==> config.mk <==
export PLATFORM = sky130hd
export DESIGN_NAME = rsa_sequencer_flat
export DESIGN_NICKNAME = d
export VERILOG_FILES = /design/src/rtl/rsa_sequencer_if.sv /design/src/rtl/rsa_sequencer.sv /design/src/flat_wrapper.sv
export SDC_FILE = /design/constraint.sdc
export NUM_CORES = 1
export LEC_CHECK = 0
export BUFFER_PORTS_ARGS = -buffer_cell sky130_fd_sc_hd__buf_4
export CELL_PAD_IN_SITES_DETAIL_PLACEMENT = 1
export CELL_PAD_IN_SITES_GLOBAL_PLACEMENT = 1
export CORE_ASPECT_RATIO = 0.75
export CORE_MARGIN = 3
export CORE_UTILIZATION = 34
export CTS_CLUSTER_SIZE = 28
export DETAILED_ROUTE_END_ITERATION = 8
export GPL_TIMING_DRIVEN = 0
export PLACE_DENSITY_LB_ADDON = 0.1
export SYNTH_ARGS = -nofsm -noshare
export SYNTH_HDL_FRONTEND = slang
export SYNTH_SLANG_ARGS = --single-unit
==> constraint.sdc <==
create_clock -name clk -period 2.5 [get_ports clk]
set_clock_uncertainty 0.15 [all_clocks]
set_input_delay 0.125 -clock clk [delete_from_list [all_inputs] [get_ports clk]]
set_output_delay 0.125 -clock clk [all_outputs]
set_load 0.05 [all_outputs]
==> src/rtl/rsa_sequencer_if.sv <==
// rsa_sequencer_if: keygen, requester and exponentiation-unit signals of the RSA sequencer
interface rsa_sequencer_if;
  logic [7:0] p_in, q_in, p_out, q_out, ekg_key, e_key;
  logic [15:0] dkg_key, dkg_n, d_key, n_out, enc_msg, dec_msg;
  logic [15:0] mm_base, mm_exp, mm_mod, mm_result, result;
  logic keygen_req, ekg_start, ekg_finish, dkg_start, dkg_finish, keys_valid;
  logic enc_req, enc_ack, dec_req, dec_ack, mm_start, mm_finished;
  logic result_valid, result_tag, busy, error;
  modport master (
    input p_in, q_in, keygen_req, ekg_finish, ekg_key, dkg_finish, dkg_key, dkg_n,
          enc_req, enc_msg, dec_req, dec_msg, mm_finished, mm_result,
    output ekg_start, dkg_start, p_out, q_out, e_key, d_key, n_out, keys_valid,
           enc_ack, dec_ack, mm_start, mm_base, mm_exp, mm_mod,
           result, result_valid, result_tag, busy, error
  );
  modport slave (
    output p_in, q_in, keygen_req, ekg_finish, ekg_key, dkg_finish, dkg_key, dkg_n,
           enc_req, enc_msg, dec_req, dec_msg, mm_finished, mm_result,
    input ekg_start, dkg_start, p_out, q_out, e_key, d_key, n_out, keys_valid,
          enc_ack, dec_ack, mm_start, mm_base, mm_exp, mm_mod,
          result, result_valid, result_tag, busy, error
  );
endinterface

==> src/rtl/rsa_sequencer.sv <==
// rsa_sequencer: orders key generation and round-robin shares the exponentiation unit
module rsa_sequencer #(
  parameter int unsigned MAX_WAIT = 65535
) (
  input logic clk,
  input logic rst,
  rsa_sequencer_if.master bus
);
  typedef enum logic [2:0] {IDLE, EKG_START, EKG_WAIT, DKG_START, DKG_WAIT, READY, MM_START, MM_WAIT} state_t;
  state_t state, state_nx;
  logic [15:0] cnt, d_r, n_r, base_r, exp_r, mod_r, res_r;
  logic [7:0] p_r, q_r, e_r;
  logic seen_low, last_grant, kv, err, rv, tag;
  logic fin, waiting, done, tmo, kg_acc, req_acc, pick_dec;
  assign waiting = state == EKG_WAIT || state == DKG_WAIT || state == MM_WAIT;
  assign fin = state == EKG_WAIT ? bus.ekg_finish : state == DKG_WAIT ? bus.dkg_finish : bus.mm_finished;
  // a finish only counts once it has been sampled low inside the current wait
  assign done = waiting && seen_low && fin;
  assign tmo = waiting && !done && cnt == 16'(MAX_WAIT - 1);
  assign kg_acc = (state == IDLE || state == READY) && bus.keygen_req;
  assign req_acc = state == READY && !bus.keygen_req && kv && (bus.enc_req || bus.dec_req);
  assign pick_dec = bus.dec_req && (!bus.enc_req || !last_grant);
  always_comb begin
    state_nx = state;
    if (kg_acc) state_nx = EKG_START;
    else if (req_acc) state_nx = MM_START;
    else if (tmo) state_nx = IDLE;
    else case (state)
      EKG_START: state_nx = EKG_WAIT;
      EKG_WAIT:  state_nx = done ? DKG_START : EKG_WAIT;
      DKG_START: state_nx = DKG_WAIT;
      DKG_WAIT:  state_nx = done ? READY : DKG_WAIT;
      MM_START:  state_nx = MM_WAIT;
      MM_WAIT:   state_nx = done ? READY : MM_WAIT;
      default:   state_nx = state;
    endcase
  end
  always_ff @(posedge clk) begin
    if (rst) begin
      state <= IDLE;
      cnt <= '0;
      seen_low <= 1'b0;
      last_grant <= 1'b1;
      {p_r, q_r, e_r} <= '0;
      {d_r, n_r, base_r, exp_r, mod_r, res_r} <= '0;
      {kv, err, rv, tag} <= '0;
    end else begin
      state <= state_nx;
      cnt <= waiting && state_nx == state ? cnt + 16'd1 : '0;
      seen_low <= waiting && state_nx == state && (seen_low || !fin);
      rv <= done && state == MM_WAIT;
      if (kg_acc) begin
        p_r <= bus.p_in;
        q_r <= bus.q_in;
        kv <= 1'b0;
        err <= 1'b0;
      end
      if (req_acc) begin
        last_grant <= pick_dec;
        base_r <= pick_dec ? bus.dec_msg : bus.enc_msg;
        exp_r <= pick_dec ? d_r : {8'h00, e_r};
        mod_r <= n_r;
      end
      if (done && state == EKG_WAIT) e_r <= bus.ekg_key;
      if (done && state == DKG_WAIT) begin
        d_r <= bus.dkg_key;
        n_r <= bus.dkg_n;
        kv <= 1'b1;
      end
      if (done && state == MM_WAIT) begin
        res_r <= bus.mm_result;
        tag <= last_grant;
      end
      if (tmo) begin
        err <= 1'b1;
        kv <= 1'b0;
      end
    end
  end
  assign bus.ekg_start = state == EKG_START;
  assign bus.dkg_start = state == DKG_START;
  assign bus.mm_start = state == MM_START;
  assign bus.enc_ack = state == MM_START && !last_grant;
  assign bus.dec_ack = state == MM_START && last_grant;
  assign bus.busy = !(state == IDLE || state == READY);
  assign bus.p_out = p_r;
  assign bus.q_out = q_r;
  assign bus.e_key = e_r;
  assign bus.d_key = d_r;
  assign bus.n_out = n_r;
  assign bus.keys_valid = kv;
  assign bus.error = err;
  assign bus.mm_base = base_r;
  assign bus.mm_exp = exp_r;
  assign bus.mm_mod = mod_r;
  assign bus.result = res_r;
  assign bus.result_valid = rv;
  assign bus.result_tag = tag;
endmodule

==> src/flat_wrapper.sv <==
// flat-port wrapper written by rule: the top's interface ports become plain ports
module rsa_sequencer_flat 
#(
  parameter int unsigned MAX_WAIT = 65535
)
  (clk, rst, bus_p_in, bus_q_in, bus_keygen_req, bus_ekg_finish, bus_ekg_key, bus_dkg_finish, bus_dkg_key, bus_dkg_n, bus_enc_req, bus_enc_msg, bus_dec_req, bus_dec_msg, bus_mm_finished, bus_mm_result, bus_ekg_start, bus_dkg_start, bus_p_out, bus_q_out, bus_e_key, bus_d_key, bus_n_out, bus_keys_valid, bus_enc_ack, bus_dec_ack, bus_mm_start, bus_mm_base, bus_mm_exp, bus_mm_mod, bus_result, bus_result_valid, bus_result_tag, bus_busy, bus_error);
  rsa_sequencer_if bus_i ();
  input logic clk;
  input logic rst;
  input wire logic [$bits(bus_i.p_in)-1:0] bus_p_in;
  input wire logic [$bits(bus_i.q_in)-1:0] bus_q_in;
  input wire logic [$bits(bus_i.keygen_req)-1:0] bus_keygen_req;
  input wire logic [$bits(bus_i.ekg_finish)-1:0] bus_ekg_finish;
  input wire logic [$bits(bus_i.ekg_key)-1:0] bus_ekg_key;
  input wire logic [$bits(bus_i.dkg_finish)-1:0] bus_dkg_finish;
  input wire logic [$bits(bus_i.dkg_key)-1:0] bus_dkg_key;
  input wire logic [$bits(bus_i.dkg_n)-1:0] bus_dkg_n;
  input wire logic [$bits(bus_i.enc_req)-1:0] bus_enc_req;
  input wire logic [$bits(bus_i.enc_msg)-1:0] bus_enc_msg;
  input wire logic [$bits(bus_i.dec_req)-1:0] bus_dec_req;
  input wire logic [$bits(bus_i.dec_msg)-1:0] bus_dec_msg;
  input wire logic [$bits(bus_i.mm_finished)-1:0] bus_mm_finished;
  input wire logic [$bits(bus_i.mm_result)-1:0] bus_mm_result;
  output wire logic [$bits(bus_i.ekg_start)-1:0] bus_ekg_start;
  output wire logic [$bits(bus_i.dkg_start)-1:0] bus_dkg_start;
  output wire logic [$bits(bus_i.p_out)-1:0] bus_p_out;
  output wire logic [$bits(bus_i.q_out)-1:0] bus_q_out;
  output wire logic [$bits(bus_i.e_key)-1:0] bus_e_key;
  output wire logic [$bits(bus_i.d_key)-1:0] bus_d_key;
  output wire logic [$bits(bus_i.n_out)-1:0] bus_n_out;
  output wire logic [$bits(bus_i.keys_valid)-1:0] bus_keys_valid;
  output wire logic [$bits(bus_i.enc_ack)-1:0] bus_enc_ack;
  output wire logic [$bits(bus_i.dec_ack)-1:0] bus_dec_ack;
  output wire logic [$bits(bus_i.mm_start)-1:0] bus_mm_start;
  output wire logic [$bits(bus_i.mm_base)-1:0] bus_mm_base;
  output wire logic [$bits(bus_i.mm_exp)-1:0] bus_mm_exp;
  output wire logic [$bits(bus_i.mm_mod)-1:0] bus_mm_mod;
  output wire logic [$bits(bus_i.result)-1:0] bus_result;
  output wire logic [$bits(bus_i.result_valid)-1:0] bus_result_valid;
  output wire logic [$bits(bus_i.result_tag)-1:0] bus_result_tag;
  output wire logic [$bits(bus_i.busy)-1:0] bus_busy;
  output wire logic [$bits(bus_i.error)-1:0] bus_error;
  assign bus_i.p_in = bus_p_in;
  assign bus_i.q_in = bus_q_in;
  assign bus_i.keygen_req = bus_keygen_req;
  assign bus_i.ekg_finish = bus_ekg_finish;
  assign bus_i.ekg_key = bus_ekg_key;
  assign bus_i.dkg_finish = bus_dkg_finish;
  assign bus_i.dkg_key = bus_dkg_key;
  assign bus_i.dkg_n = bus_dkg_n;
  assign bus_i.enc_req = bus_enc_req;
  assign bus_i.enc_msg = bus_enc_msg;
  assign bus_i.dec_req = bus_dec_req;
  assign bus_i.dec_msg = bus_dec_msg;
  assign bus_i.mm_finished = bus_mm_finished;
  assign bus_i.mm_result = bus_mm_result;
  assign bus_ekg_start = bus_i.ekg_start;
  assign bus_dkg_start = bus_i.dkg_start;
  assign bus_p_out = bus_i.p_out;
  assign bus_q_out = bus_i.q_out;
  assign bus_e_key = bus_i.e_key;
  assign bus_d_key = bus_i.d_key;
  assign bus_n_out = bus_i.n_out;
  assign bus_keys_valid = bus_i.keys_valid;
  assign bus_enc_ack = bus_i.enc_ack;
  assign bus_dec_ack = bus_i.dec_ack;
  assign bus_mm_start = bus_i.mm_start;
  assign bus_mm_base = bus_i.mm_base;
  assign bus_mm_exp = bus_i.mm_exp;
  assign bus_mm_mod = bus_i.mm_mod;
  assign bus_result = bus_i.result;
  assign bus_result_valid = bus_i.result_valid;
  assign bus_result_tag = bus_i.result_tag;
  assign bus_busy = bus_i.busy;
  assign bus_error = bus_i.error;
  rsa_sequencer #(.MAX_WAIT(MAX_WAIT)) u_core (.clk(clk), .rst(rst), .bus(bus_i));
endmodule
==> reports/metrics.csv, run 1 <==
stage,metric,value,unit
logic_synthesis,syn_area,0.00571,mm2
routing,ant_nets,0,
routing,post_drt_via_cell_ratio,4.92,
routing,drt-pass1-iter-count,4,
critical_path,path_class,reg -> reg,
floorplanning,num_rows,40,
routing,detailroute.wirelength.met2,11400,um
sta,rsz0062_at_grt,no,
job,max_cap_check_violation_count,0,
routing,detail_route.wirelength.met1,9940,um
cts,cts.path.max_buffers,2,
cts,cts_setup_buffers,0,
floorplanning,die_area,0.0184,mm2
critical_path,timing.critical_path.from_type,register,
sta,achievable-frequency,433,MHz
placement,port_buffers,241,
grt,grt_start_max_net_pins,17,
layout,fillerInstances,1913,
cts,clkLatencyLatePin,0.42,ns
critical_path,critPathRequiredTime,2.69,ns
cts,clock_sink_count,145,
run_status,result_of_the_run,finished clean,
logic_synthesis,synthArstFlopShare,0,%
sta,timing_hold_violations_final,0,
logic_synthesis,total_of_flip_flops_plus_latches_after_synthesis,145,
critical_path,critical_path.max_fanout,10,
min_path,hold_path_end,u_core.bus.mm_base[6],
pwr,power.total,6.35,mW
cts,cts_tree,yes,
layout,share_of_final_layout_standard_cells_stronger_than_drive_strength_1,29.4,%
grt,globalRouteOverflowTotal,0,
floorplanning,die_w,156,um
logic_synthesis,post_synth_inst_count,679,
pwr,pwr-share-clk,40.2,%
floorplanning,core,0.0162,mm2
floorplanning,die_h,118,um
pwr,seq_power_share,38.5,%
logic_synthesis,synth_edf_count,0,
grt,grt_pass1_wl,36200,um
pwr,share_comb_of_total_power,21.3,%
logic_synthesis,yosys.cell_types.count,44,
routing,drc,0,
logic_synthesis,syn_nets,793,
pwr,internal-power,4.50,mW
critical_path,worst-r2r-setup-slack,0.19,ns
sta,final_cycle_share,92.3,%
routing,wl_met3,1420,um
critical_path,arrival_time_worst_endpoint,2.50,ns
grt,gr-usage-all-layers,24.8,%
cts,clk_pin_slew,0.06,ns
pwr,max_vdd_drop,0.000536,V
routing,drtIter0Drc,260,
placement,detailedPlacementHpwl,15900,um
grt,number_of_global_route_vias_before_repair,6626,
layout,finish.net_count,1154,
critical_path,worst_r2r_path_depth,8,
pwr,power_density,676,mW/mm2
logic_synthesis,avgSynthCellArea,8.41,um2
layout,area_delta_synth_final,64.3,%
cts,cts_root_buffer,sky130_fd_sc_hd__clkbuf_16,
floorplanning,initial_core_util,35.2,%
routing,route.final.wire_length,23400,um
routing,drt-wirelength-per-cell,18.6,um
layout,most_frequent_cells_in_the_layout,"sky130_fd_sc_hd__buf_4, sky130_fd_sc_hd__nand2_1, sky130_fd_sc_hd__dfxtp_1, sky130_fd_sc_hd__dlygate4sd3_1, sky130_fd_sc_hd__a21oi_1",
critical_path,regToRegEndpoint,u_core.bus.result[12],
sta,finalSetupViolations,0,
routing,route.vias.total,6206,
logic_synthesis,yosysWarningCount,0,
pwr,power.switching_fraction,29.1,%
logic_synthesis,synth_sequential_area_ratio,50.8,%
layout,layout.cells.most_common,sky130_fd_sc_hd__buf_4,
logic_synthesis,most_common_flop_cell_mapped_by_yosys,sky130_fd_sc_hd__dfxtp_1,
cts,total_clock_buffers_created_by_cts,17,
placement,final_weighted_congestion_in_routability_driven_placement,0.837,
sta,max_slew_margin,55.4,%
critical_path,rr_startpoint,u_core.state[1],
critical_path,worstSetupStartpoint,u_core.state[1],
pwr,net-switching-power,1.85,mW
sta,post-route-min-period,2.31,ns
floorplanning,io_pins,242,
sta,worst_pin_slew,0.669,ns
sta,fin_setup_tns,0,ns
min_path,hold_path.startpoint,bus_enc_msg[6],
routing,topRoutingLayerUsed,met4,
pwr,power.leakage,3.83,nW
min_path,hold_depth,3,
critical_path,worst_setup_path_end_kind,register,
cts,htree_num_levels,4,
layout,antenna_fix_cells,0,
sta,finalMaxSlewViolations,0,
min_path,min_path_type,in -> reg,
grt,antenna_found_initial,0,
-- cells by family (layout without fill, tap and decap cells) --
logic type                 after synthesis  in the layout  share of synthesized area [%]
buffers and inverters                   50            423                           4.05
adders and majority gates                2              2                          0.438
DFF                                    145            145                           50.8
xor gates and xnor gates                15             15                           2.30
and+or+nand+nor                        301            301                           22.9
muxes                                   32             32                           5.61
AOI/OAI and AO/OA                      134            134                           13.9
-- cell type report --
cell class	count	area, um2	area share (%)
sequential	145	2900	30.9
timing repair buffer	342	2820	30.0
multi-input combinational	484	2580	27.5
clock buffer	20	447	4.76
tap	210	263	2.80
buffer	47	221	2.36
clock inverter	11	139	1.48
inverter	3	11.3	0.120
-- worst max-delay path, stage by stage, from the launching register on --
cell and delay, ns:
sky130_fd_sc_hd__dfxtp_1 0.30, sky130_fd_sc_hd__buf_6 0.14, sky130_fd_sc_hd__clkbuf_2 0.17, sky130_fd_sc_hd__nand2_1 0.18, sky130_fd_sc_hd__or2_2 0.14, sky130_fd_sc_hd__clkbuf_1 0.35
sky130_fd_sc_hd__clkbuf_1 0.42, sky130_fd_sc_hd__nand2_1 0.17, sky130_fd_sc_hd__a21oi_1 0.20
-- routing by layer --
| metal | vias to the layer above | track usage (%) |
|---|---|---|
| met5 | - | 0 |
| met4 | 0 | 8.91 |
| met3 | 49 | 5.93 |
| met2 | 205 | 42.8 |
| met1 | 2967 | 29.9 |
| li1 | 2985 | - |
-- power groups by stage --
stage	Sequential, mW	Combinational [mW]	Clock (mW)
3_3_place_gp	2.49	1.16	0
6_report	2.44	1.35	2.55
5_1_grt	2.45	1.44	2.68
2_1_floorplan	2.66	0.588	0
3_5_place_dp	2.49	1.19	0
4_1_cts	2.44	1.32	2.59
-- registers in the layout, indices dropped and copies added, names as in the netlist, 3 cells and up --
signal / cells
u_core.bus.mm_exp: 16
u_core.bus.n_out: 16
u_core.cnt: 16
u_core.bus.p_out: 8
u_core.bus.mm_base: 16
u_core.state: 3
u_core.bus.mm_mod: 16
u_core.bus.d_key: 16
u_core.bus.result: 16
u_core.bus.e_key: 8
u_core.bus.q_out: 8
-- worst max path at each step --
stage,to,depth (start not counted)
after global routing,u_core.bus.result[12],8
after detailed placement,u_core.bus.result[7],8
after CTS,bus_enc_ack,6
after floorplan,bus_enc_ack,5
final,u_core.bus.result[12],8
after global placement,u_core.bus.result[15],8
-- through the flow --
step	utilization [%]	hold WS [ns]	instances	setup slack, ns	cell area (um2)
2_1_floorplan	-	0.111	679	0.110	5710
3_3_place_gp	48.0	0.209	1130	0.272	7780
3_5_place_dp	48.0	0.223	1130	0.225	7780
4_1_cts	57.9	0.000747	1262	0.180	9380
5_1_grt	57.9	0.0170	1262	0.00818	9390
6_report	57.9	0.00166	1262	0.193	9390
-- Yosys cell counts, types with 2 or more instances --
cell | count | area, um2
sky130_fd_sc_hd__nor2b_1 | 3 | 18.8
sky130_fd_sc_hd__or2_2 | 3 | 18.8
sky130_fd_sc_hd__xnor2_1 | 6 | 52.6
sky130_fd_sc_hd__buf_6 | 2 | 22.5
sky130_fd_sc_hd__nand2_1 | 183 | 687
sky130_fd_sc_hd__and3_1 | 5 | 31.3
sky130_fd_sc_hd__or3_1 | 3 | 18.8
sky130_fd_sc_hd__xor2_1 | 9 | 78.8
sky130_fd_sc_hd__nor3_4 | 3 | 48.8
sky130_fd_sc_hd__nor2_1 | 54 | 203
sky130_fd_sc_hd__dfxtp_1 | 145 | 2900
sky130_fd_sc_hd__nand3_1 | 20 | 100
sky130_fd_sc_hd__o211ai_1 | 2 | 15.0
sky130_fd_sc_hd__and2_1 | 5 | 31.3
sky130_fd_sc_hd__ha_1 | 2 | 25.0
sky130_fd_sc_hd__nor3b_1 | 3 | 22.5
sky130_fd_sc_hd__inv_1 | 3 | 11.3
sky130_fd_sc_hd__mux2i_1 | 32 | 320
sky130_fd_sc_hd__a211oi_1 | 25 | 188
sky130_fd_sc_hd__o21ai_0 | 2 | 10.0
sky130_fd_sc_hd__buf_2 | 11 | 55.1
sky130_fd_sc_hd__nor2_2 | 11 | 68.8
sky130_fd_sc_hd__nor3_1 | 2 | 10.0
sky130_fd_sc_hd__a21oi_1 | 95 | 475
sky130_fd_sc_hd__clkbuf_1 | 31 | 116
-- timing repair --
item,CTS,global route
endpoints found under the hold margin,94,0
gates resized for setup,0,3
hold buffers,101,0
setup endpoints to repair,0,12
No activity file was read; power rests on OpenSTA's default activity.
==> run 2: changes to the inputs <==
- MAX_ROUTING_LAYER: unset -> met4
==> run 2 against run 1 <==
Against the previous run:
- count of clock-buffer cells in the layout unchanged
- flip-flop and latch count unchanged
- global-route usage increased by 0.68 points
- setup slack improved by 0.012 ns
- clock power barely moved
- die area is the same
- sequential power barely moved
- utilization is the same
- sequential share of layout area unchanged
- routed wire length fell by 0.20%
- critical endpoint unchanged
==> reports/metrics.csv, run 2 (synthesis gave the netlist of run 1 again) <==
stage,metric,value,unit
run_status,result_of_the_run,finished clean,
critical_path,path_class,reg -> reg,
sta,fin_setup_tns,0,ns
sta,rsz0062_at_grt,no,
floorplanning,num_rows,40,
cts,cts.path.max_buffers,2,
critical_path,timing.critical_path.from_type,register,
cts,clkLatencyLatePin,0.42,ns
floorplanning,die_w,156,um
cts,cts_root_buffer,sky130_fd_sc_hd__clkbuf_16,
routing,drt-pass1-iter-count,4,
routing,ant_nets,0,
sta,finalMaxSlewViolations,0,
placement,final_weighted_congestion_in_routability_driven_placement,0.850,
critical_path,critical_path.max_fanout,10,
layout,antenna_fix_cells,0,
grt,grt_pass1_wl,36200,um
routing,route.final.wire_length,23400,um
floorplanning,die_area,0.0184,mm2
sta,max_slew_margin,54.1,%
pwr,power.leakage,3.83,nW
sta,final_hold_slack,0.00455,ns
layout,layout.cells.most_common,sky130_fd_sc_hd__buf_4,
min_path,min_path_type,in -> reg,
grt,globalRouteOverflowTotal,0,
placement,detailedPlacementHpwl,15900,um
critical_path,worst_setup_path_end_kind,register,
routing,drc,0,
sta,final_cycle_share,91.8,%
critical_path,critPathRequiredTime,2.63,ns
routing,drtIter0Drc,275,
critical_path,arrival_time_worst_endpoint,2.42,ns
floorplanning,io_pins,242,
layout,finish.net_count,1154,
sta,timing_hold_violations_final,0,
grt,number_of_global_route_vias_before_repair,6650,
cts,cts_setup_buffers,0,
routing,post_drt_via_cell_ratio,4.91,
cts,cts_tree,yes,
floorplanning,initial_core_util,35.2,%
layout,share_of_final_layout_standard_cells_stronger_than_drive_strength_1,29.4,%
cts,total_clock_buffers_created_by_cts,17,
layout,most_frequent_cells_in_the_layout,"sky130_fd_sc_hd__buf_4, sky130_fd_sc_hd__nand2_1, sky130_fd_sc_hd__dfxtp_1, sky130_fd_sc_hd__dlygate4sd3_1, sky130_fd_sc_hd__a21oi_1",
floorplanning,die_h,118,um
grt,grt_start_max_net_pins,17,
pwr,power_density,675,mW/mm2
floorplanning,core,0.0162,mm2
pwr,max_vdd_drop,0.000531,V
layout,stdcell_count,1262,
routing,route.vias.total,6202,
grt,antenna_found_initial,0,
cts,clock_sink_count,145,
cts,htree_num_levels,4,
job,max_cap_check_violation_count,0,
sta,worst_pin_slew,0.689,ns
sta,post-route-min-period,2.30,ns
placement,port_buffers,241,
sta,finalSetupViolations,0,
routing,drt-wirelength-per-cell,18.5,um
placement,placedCellCount,1130,
layout,area_delta_synth_final,64.3,%
grt,gr-usage-all-layers,25.5,%
sta,achievable-frequency,436,MHz
cts,clk_pin_slew,0.06,ns
[run 2: cell counts in the layout (fill, tap and decap cells not counted)]
No cell type changed its count.
[run 2: final timing paths]
check | start | to | slack, ns | cells past startpoint
worst min register to register | u_core.bus.result[15] | u_core.bus.result[15] | 0.31 | 2
worst min-delay path | bus_enc_msg[7] | u_core.bus.mm_base[7] | 0.005 | 3
worst max-delay path | u_core.state[0] | u_core.bus.result[12] | 0.20 | 7
worst max register to register | u_core.state[0] | u_core.bus.result[12] | 0.20 | 7
[run 2: power breakdown]
group	total [mW]	switching [mW]	internal, mW	leakage, nW
combinational	1.35	0.816	0.534	2.37
clock	2.55	0.965	1.58	0.285
sequential	2.44	0.0590	2.39	1.17
[run 2: through the flow]
| step | utilization (%) | power (mW) | worst slack, ns | cell area [um2] |
|---|---|---|---|---|
| after global placement | 48.0 | 3.64 | 0.272 | 7780 |
| after CTS | 57.9 | 6.36 | 0.180 | 9380 |
| final | 57.9 | 6.34 | 0.204 | 9390 |
| after global routing | 57.9 | 6.57 | 0.00815 | 9390 |
| after floorplan | - | 3.25 | 0.110 | 5710 |
| after detailed placement | 48.0 | 3.68 | 0.225 | 7780 |
[run 2: cell type report]
class	instances	area (um2)
buffer	47	221
tap	210	263
clock buffer	20	447
timing repair buffer	342	2820
clock inverter	11	139
sequential	145	2900
fill	1913	6830
inverter	3	11.3
multi-input combinational	484	2580
[run 2: metal layers]
metal	global-route usage [%]	vias to the layer above	share of wire, %
met5	-	-	0
met4	8.26	0	2.4
met3	5.67	45	5.7
met2	42.9	207	49
met1	30.2	2967	43
li1	-	2983	-
[run 2: critical path, stage by stage, from the launching register on]
cell	delay, ns
sky130_fd_sc_hd__dfxtp_1	0.48
sky130_fd_sc_hd__buf_2	0.26
sky130_fd_sc_hd__nand2_1	0.15
sky130_fd_sc_hd__or2_2	0.32
sky130_fd_sc_hd__clkbuf_1	0.23
sky130_fd_sc_hd__clkbuf_1	0.29
sky130_fd_sc_hd__nand2_1	0.18
sky130_fd_sc_hd__a21oi_1	0.09
[run 2: repair_timing]
action | in CTS | in global routing
resized for setup | 0 | 3
endpoints found under the hold margin | 94 | 0
hold buffers | 101 | 0
endpoints found under the setup margin | 0 | 17
==> run 3: changes to the inputs <==
- GPL_ROUTABILITY_DRIVEN: unset -> 0
- PLACE_DENSITY: unset -> 0.91
- PLACE_DENSITY_LB_ADDON: 0.1 -> unset
==> run 3 against run 2 <==
Against the previous run:
- critical path depth fell by 1
- die area stayed put
- clock power grew 5%
- setup slack worse by 0.062 ns
- count of clock-buffer cells in the layout up 1
- flip-flop and latch count unchanged
- sequential power about the same
- global-route usage increased by 4.5 points
==> reports/metrics.csv, run 3 (synthesis gave the netlist of run 1 again) <==
stage,metric,value,unit
cts,cts_tree,yes,
layout,multiInputGateArea,0.00258,mm2
layout,share_of_final_layout_standard_cells_stronger_than_drive_strength_1,29.6,%
sta,finalMaxSlewViolations,0,
cts,clk_pin_slew,0.06,ns
sta,achievable-frequency,424,MHz
floorplanning,num_rows,40,
placement,pre_cts_ws,0.0519,ns
critical_path,critical_path.max_fanout,10,
sta,final_cycle_share,94.3,%
cts,clock_sink_count,145,
critical_path,arrival_time_worst_endpoint,2.48,ns
grt,number_of_global_route_vias_before_repair,7359,
critical_path,critPathRequiredTime,2.62,ns
sta,fin_ws,0.143,ns
run_status,result_of_the_run,finished clean,
pwr,power.leakage,3.86,nW
routing,drt-pass1-iter-count,6,
pwr,max_vdd_drop,0.000426,V
floorplanning,die_area,0.0184,mm2
cts,cts_root_buffer,sky130_fd_sc_hd__clkbuf_16,
routing,ant_nets,0,
routing,wl_met3,1800,um
floorplanning,die_w,156,um
job,max_cap_check_violation_count,0,
critical_path,cp_slowest_cell,sky130_fd_sc_hd__nand3_1,
sta,fin_setup_tns,0,ns
routing,detailroute.wirelength.met2,13300,um
routing,post_drt_via_cell_ratio,5.06,
critical_path,critical_path.cell_chain,"buf_6, clkbuf_1, nand3_1, clkbuf_1, nand2_1, a21oi_1",
routing,drt-wirelength-per-cell,21.2,um
sta,timing_hold_violations_final,0,
layout,fillerInstances,1873,
layout,most_frequent_cells_in_the_layout,"sky130_fd_sc_hd__buf_4, sky130_fd_sc_hd__nand2_1, sky130_fd_sc_hd__dfxtp_1, sky130_fd_sc_hd__dlygate4sd3_1, sky130_fd_sc_hd__a21oi_1",
placement,detailedPlacementHpwl,16000,um
floorplanning,initial_core_util,35.2,%
routing,drtIter0Drc,317,
layout,final_util,58.5,%
pwr,power_density,687,mW/mm2
routing,drc,0,
sta,finalSetupViolations,0,
cts,total_clock_buffers_created_by_cts,17,
floorplanning,core,0.0162,mm2
sta,rsz0062_at_grt,no,
sta,max_slew_margin,52.5,%
routing,route.final.wire_length,27000,um
critical_path,cp_top_family,buffers and inverters,
critical_path,critPathMaxStageDelay,0.43,ns
layout,seq_area,0.00290,mm2
layout,layout.cells.most_common,sky130_fd_sc_hd__buf_4,
critical_path,path_class,reg -> reg,
critical_path,worst_setup_path_end_kind,register,
sta,post-route-min-period,2.36,ns
routing,detail_route.wirelength.met1,10800,um
routing,route.vias.total,6452,
layout,finish.net_count,1159,
critical_path,crit_path_frequent_cell,sky130_fd_sc_hd__clkbuf_1,
min_path,min_path_type,in -> reg,
placement,port_buffers,241,
grt,grt_pass1_wl,41700,um
cts,htree_num_levels,4,
sta,worst_pin_slew,0.712,ns
floorplanning,io_pins,242,
routing,topRoutingLayerUsed,met4,
floorplanning,die_h,118,um
grt,gr-usage-all-layers,29.9,%
cts,cts.path.max_buffers,2,
layout,area_delta_synth_final,66.1,%
grt,antenna_found_initial,6,
critical_path,path_buf_inv,3,
grt,grt_start_max_net_pins,17,
cts,clkLatencyLatePin,0.43,ns
critical_path,timing.critical_path.from_type,register,
grt,globalRouteOverflowTotal,0,
## run 3: path summary, 6_finish.rpt
path	start	end	slack, ns	cells after the start
max	u_core.state[2]	u_core.bus.mm_exp[12]	0.14	6
max reg2reg	u_core.state[2]	u_core.bus.mm_exp[12]	0.14	6
min reg2reg	u_core.bus.mm_mod[8]	u_core.bus.mm_mod[8]	0.31	2
min	rst	u_core.cnt[15]	0.02	4
## run 3: worst register-to-register path, delay by kind of cell (launching register included)
family / cells / cell delay, ns
buffers and inverters: 3 / 0.96
and+or+nand+nor: 2 / 0.64
DFF: 1 / 0.36
AOI/OAI and AO/OA: 1 / 0.10
## run 3: final cells by class
cell class / count / share of cell area, %
diodes: 6 / 0.158
repair buffers: 347 / 30.2
clock inverters: 11 / 1.60
clock buffers: 21 / 4.96
well taps: 210 / 2.77
inverters: 3 / 0.119
multi-input cells: 484 / 27.2
plain buffers: 47 / 2.39
flip-flops and latches: 145 / 30.6
## run 3: what timing repair did
| item | in CTS | in global routing |
|---|---|---|
| hold endpoints to repair | 90 | 0 |
| resized for setup | 1 | 7 |
| cloned | 0 | 0 |
| setup endpoints to repair | 1 | 12 |
| hold buffers | 106 | 0 |
| setup buffers | 0 | 0 |
## run 3: metrics by stage
step | hold WS [ns] | instance area (um2) | std cells | total power, mW
after global routing | 0.0128 | 9490 | 1274 | 6.76
after global placement | 0.210 | 7780 | 1130 | 3.65
after floorplan | 0.111 | 5710 | 679 | 3.25
after CTS | 0.00689 | 9470 | 1268 | 6.50
final | 0.0192 | 9490 | 1274 | 6.52
after detailed placement | 0.223 | 7780 | 1130 | 3.70
## run 3: power by group
part / switching, mW / internal [mW]
Combinational: 0.841 / 0.540
Sequential: 0.0642 / 2.38
Clock: 1.03 / 1.66
Total: 1.94 / 4.58
## run 3: routing by layer
metal,global-route usage (%),vias to the layer above
li1,-,3005
met5,-,-
met1,32.3,3102
met4,13.7,0
met2,50.5,270
met3,9.00,75
